--- src/rtl/uart_tx_fifo.sv ---
// rtl/uart_tx_fifo.sv - UART transmitter with input FIFO, baud divider, parity and stop-bit options
// Buffered words are framed and shifted out LSB-first, back-to-back while the FIFO has data.
`timescale 1ns/1ps
module uart_tx_fifo #(
   parameter int DATA_BITS    = 8,
   parameter int CLKS_PER_BIT = 16,
   parameter int PARITY       = 0,
   parameter int STOP_BITS    = 1,
   parameter int FIFO_DEPTH   = 8
) (
   input  logic                             clk,
   input  logic                             reset_n,
   input  logic                             wr_enable,
   input  logic [DATA_BITS-1:0]             tx_data,
   output logic                             tx_full,
   output logic                             tx_empty,
   output logic [$clog2(FIFO_DEPTH+1)-1:0]  fifo_count,
   output logic                             tx_overflow,
   output logic                             tx_out,
   output logic                             tx_busy
);
   localparam int PTR_W  = $clog2(FIFO_DEPTH);
   localparam int CNT_W  = $clog2(FIFO_DEPTH+1);
   localparam int BAUD_W = $clog2(CLKS_PER_BIT);
   localparam int BIT_W  = $clog2(DATA_BITS+1);

   typedef enum logic [2:0] {IDLE, START, DATA, PAR, STOP} state_t;

   state_t               state, state_nxt;
   logic [DATA_BITS-1:0] mem [FIFO_DEPTH];
   logic [PTR_W-1:0]     wr_ptr, rd_ptr;
   logic [CNT_W-1:0]     count_nxt;
   logic [BAUD_W-1:0]    baud, baud_nxt;
   logic [BIT_W-1:0]     bit_cnt, bit_nxt;
   logic [DATA_BITS-1:0] shift, shift_nxt, head;
   logic                 par_bit, par_nxt;
   logic                 push, pop, bit_end;
   logic                 tx_out_nxt, tx_busy_nxt;

   assign push      = wr_enable && !tx_full;
   assign head      = mem[rd_ptr];
   assign bit_end   = (baud == BAUD_W'(CLKS_PER_BIT-1));
   assign count_nxt = fifo_count + CNT_W'(push) - CNT_W'(pop);

   always_ff @(posedge clk) begin
      if (push) mem[wr_ptr] <= tx_data;
   end

   always_ff @(posedge clk or negedge reset_n) begin
      if (!reset_n) begin
         wr_ptr      <= '0;
         rd_ptr      <= '0;
         fifo_count  <= '0;
         tx_full     <= 1'b0;
         tx_empty    <= 1'b1;
         tx_overflow <= 1'b0;
      end else begin
         if (push) wr_ptr <= wr_ptr + PTR_W'(1);
         if (pop)  rd_ptr <= rd_ptr + PTR_W'(1);
         fifo_count  <= count_nxt;
         tx_full     <= (count_nxt == CNT_W'(FIFO_DEPTH));
         tx_empty    <= (count_nxt == '0);
         // Registered full flag: a write in a full cycle is dropped even if a pop frees a slot.
         tx_overflow <= wr_enable && tx_full;
      end
   end

   always_ff @(posedge clk or negedge reset_n) begin
      if (!reset_n) begin
         state   <= IDLE;
         baud    <= '0;
         bit_cnt <= '0;
         shift   <= '0;
         par_bit <= 1'b0;
         tx_out  <= 1'b1;
         tx_busy <= 1'b0;
      end else begin
         state   <= state_nxt;
         baud    <= baud_nxt;
         bit_cnt <= bit_nxt;
         shift   <= shift_nxt;
         par_bit <= par_nxt;
         tx_out  <= tx_out_nxt;
         tx_busy <= tx_busy_nxt;
      end
   end

   always_comb begin
      state_nxt   = state;
      baud_nxt    = bit_end ? '0 : baud + BAUD_W'(1);
      bit_nxt     = bit_cnt;
      shift_nxt   = shift;
      par_nxt     = par_bit;
      pop         = 1'b0;
      tx_out_nxt  = 1'b1;
      tx_busy_nxt = 1'b0;
      case (state)
         IDLE: begin
            baud_nxt = '0;
            if (!tx_empty) begin
               pop       = 1'b1;
               state_nxt = START;
            end
         end
         START: begin
            if (bit_end) begin
               state_nxt = DATA;
               bit_nxt   = '0;
            end
         end
         DATA: begin
            if (bit_end) begin
               shift_nxt = shift >> 1;
               if (bit_cnt == BIT_W'(DATA_BITS-1)) begin
                  state_nxt = (PARITY != 0) ? PAR : STOP;
                  bit_nxt   = '0;
               end else begin
                  bit_nxt = bit_cnt + BIT_W'(1);
               end
            end
         end
         PAR: begin
            if (bit_end) begin
               state_nxt = STOP;
               bit_nxt   = '0;
            end
         end
         STOP: begin
            if (bit_end) begin
               if (bit_cnt == BIT_W'(STOP_BITS-1)) begin
                  bit_nxt = '0;
                  if (!tx_empty) begin
                     pop       = 1'b1;
                     state_nxt = START;
                  end else begin
                     state_nxt = IDLE;
                  end
               end else begin
                  bit_nxt = bit_cnt + BIT_W'(1);
               end
            end
         end
         default: state_nxt = IDLE;
      endcase
      // Parity is fixed at load time so the shifting register need not be preserved.
      if (pop) begin
         shift_nxt = head;
         par_nxt   = (^head) ^ (PARITY == 1);
      end
      case (state_nxt)
         START:   tx_out_nxt = 1'b0;
         DATA:    tx_out_nxt = shift_nxt[0];
         PAR:     tx_out_nxt = par_nxt;
         default: tx_out_nxt = 1'b1;
      endcase
      tx_busy_nxt = (state_nxt != IDLE);
   end
endmodule

--- config.mk ---
export PLATFORM = sky130hd
export DESIGN_NAME = uart_tx_fifo
export DESIGN_NICKNAME = d
export VERILOG_FILES = /design/src/rtl/uart_tx_fifo.sv
export SDC_FILE = /design/constraint.sdc
export NUM_CORES = 1
export LEC_CHECK = 0
export BUFFER_PORTS_ARGS = -buffer_cell sky130_fd_sc_hd__buf_2
export CORE_MARGIN = 2
export CORE_UTILIZATION = 55
export DETAILED_ROUTE_END_ITERATION = 6
export PLACE_DENSITY_LB_ADDON = 0.2
export SYNTH_ARGS = -nofsm -noshare
export SYNTH_HDL_FRONTEND = slang
export SYNTH_SLANG_ARGS = --single-unit
--- constraint.sdc ---
create_clock -name clk -period 4.1 [get_ports clk]
set_input_delay 0.205 -clock clk [delete_from_list [all_inputs] [get_ports clk]]
set_output_delay 0.205 -clock clk [all_outputs]
set_load 0.05 [all_outputs]
==> metrics.csv <==
metric;value;unit
layout-drive-gt1-share;21.31;%
crit_chain;ha_1, and3_1, nand2_1, nand2_1, nand2_1, or2_1, nand2_1, ha_1, fa_1, or3_1, nor2b_1;
synthTopCellsByArea;edfxtp_1 (45%), dfrtp_1 (19%), mux4_2 (4.8%);
setup_viol;0;
crit_type;flip-flop to flip-flop;
cts_tree;built;
avgRoutedWirePerCell;17.69;um
netlist_top_cells_count;edfxtp_1 (64), dfrtp_1 (33), nand2_1 (19), nor2_1 (16), o21ai_1 (14);
async_reset_ff_share;35.35;%
hold_slack;75.10;ps
p_leak;1.739;nW
clkSlewWorstSetupHoldPaths;100;ps
drv_cap;0;
rows;32;
peakVddDrop;347.2;uV
fin_tns_setup;0;ps
drtIter0Drc;83;
place_area;0.004432;mm2
cpPeakStageDelay;440;ps
grt_pass1_vias;2160;
drtAntennaViolNets;0;
worstMarginPinSlew;1007;ps
setup_ws;1371;ps
worstHoldStart;wr_enable;
synth_area;0.004255;mm2
viasPerCell;5.466;
stdcell_area;0.004646;mm2
antennaDiodeCount;0;
crit_buf_inv;0;
nFillCells;578;
post-place-ws;1379;ps
antenna_found_initial;0;
regToRegSetupSlack;1370;ps
fp.dieW;91.96;um
via_count;2148;
min_path_cells;2;
r2r_start;baud[0];
post-place-cells;376;
initial_utilization;55.94;%
grt_usage;18.63;%
min_period;2729;ps
drt_first_pass_iters;4;
synth_edf_count;64;
ios;20;
cts_htree_levels;3;
regArea;0.002800;mm2
multi_input_area;0.001379;mm2
io_buffers;19;
grt_max_degree;36;
synth_flop_cell;edfxtp_1;
power;3.471;mW
start_kind;flip-flop;
grt_pass1_wl;11560;um
clockRootBuffer;clkbuf_8;
reg2reg_to;tx_full;
worstPathMaxFanout;9;
clock_sink_count;99;
synth_cells;265;
coreArea;0.007607;mm2
numCtsBuffers;9;
skew;14.96;ps
clock_latency;360;ps
syn_to_final_growth;9.174;%
syn_area_per_cell;16.06;um2
critical_path.top_delay_family;simple AND/OR/NAND/NOR gates;
min_period_over_period;66.56;%
powerDensity;747.0;mW/mm2
ys_ff_latch;99;
synth_top_area_share;45.16;%
ys_warn_count;0;
cpMostUsedCell;nand2_1;
cts_buffer_depth;2;
routed_wl;6953;um
critPathArrivalTime;3020;ps
stdcell_count;393;
yosysSeqAreaShare;65.80;%
endpoint_kind;flip-flop;
dpl.hpwl;4577;um
route.detailed.drc;0;
fin_util;61.07;%
fin_nets;306;
yosys.cell_types.count;38;
slew_violations;0;
syn-num-nets;285;
die_h;91.96;um
timing.fmax;366.5;MHz
holdPathEnd;tx_overflow;
hold_viol;0;
place_congestion;0.8142;
required;4390;ps
yosysTopAreaCell;edfxtp_1;
rsz0062_at_grt;false;
grt_overflow;0;
reg2reg_depth;11;
status;finished clean;
yosysMostFrequentCell;edfxtp_1;
die_area;0.008457;mm2
min_path_type;primary input to flip-flop;
crit_slowest_cell;fa_1;
relSlewSlack;32.65;%
[worst reg2reg max path: cells and delay by family (launching register included)]
kind                       cells  cell delay [ps]
and+or+nand+nor                8             1460
adders and majority gates      3              800
DFF                            1              390
[layout by cell type, fill, tap and decap left out, types with 8 or more instances in the layout]
master    count
edfxtp_1     64
dfrtp_1      33
nand2_1      19
buf_2        19
nor2_1       16
o21ai_1      14
xnor2_1      13
mux4_2        9
clkbuf_8      9
ha_1          8
[layout make-up]
type / instances / area share [%]
sequential: 99 / 60.27
clock buffer: 9 / 2.666
timing repair buffer: 22 / 2.586
clock inverter: 7 / 1.724
multi-input combinational: 150 / 29.68
inverter: 4 / 0.3232
tap: 102 / 2.747
[registers in the layout, indices dropped and copies added (netlist names)]
signal	flops
mem	64
shift	8
baud	4
bit_cnt	4
fifo_count	4
rd_ptr	3
state	3
wr_ptr	3
par_bit	1
tx_busy	1
tx_empty	1
tx_full	1
tx_out	1
tx_overflow	1
[worst max path at each step]
stage	start	to	slack, ps	depth (start not counted)
2_1_floorplan	baud[0]	tx_full	1440	13
3_3_place_gp	bit_cnt[0]	tx_full	1460	12
3_5_place_dp	baud[0]	tx_full	1380	11
4_1_cts	baud[0]	tx_full	1360	11
5_1_grt	baud[0]	tx_full	1170	11
6_report	baud[0]	tx_full	1370	11
[power by group]
group          leakage (nW)  total, mW  internal [mW]  switching (mW)
logic                 0.633       1.33          0.638           0.695
registers              1.01       1.52           1.31           0.212
clock network        0.0994      0.613          0.243           0.370
[kinds of logic after synthesis]
| group | synth area share, % |
|---|---|
| flops | 65.80 |
| compound gates | 2.617 |
| mux | 15.20 |
| buf+inv | 2.029 |
| simple gates | 7.821 |
| xor+xnor | 3.705 |
| fa+ha+maj | 2.823 |
[routing by layer]
layer	vias to the layer above	track usage, %	part of all wire (%)	routed length [um]
met4	0	6.468	1.6	108
met3	10	3.944	2.6	179
met2	27	31.92	51	3572
li1	1020	-	-	-
met5	-	0	0	0
met1	1091	23.78	44	3093
[timing repair]
item	in CTS	in global routing
hold buffers	1	0
resized for setup	0	0
setup buffers	0	0
hold endpoints to repair	33	0
Note: power is estimated with default switching activity, not from simulation.
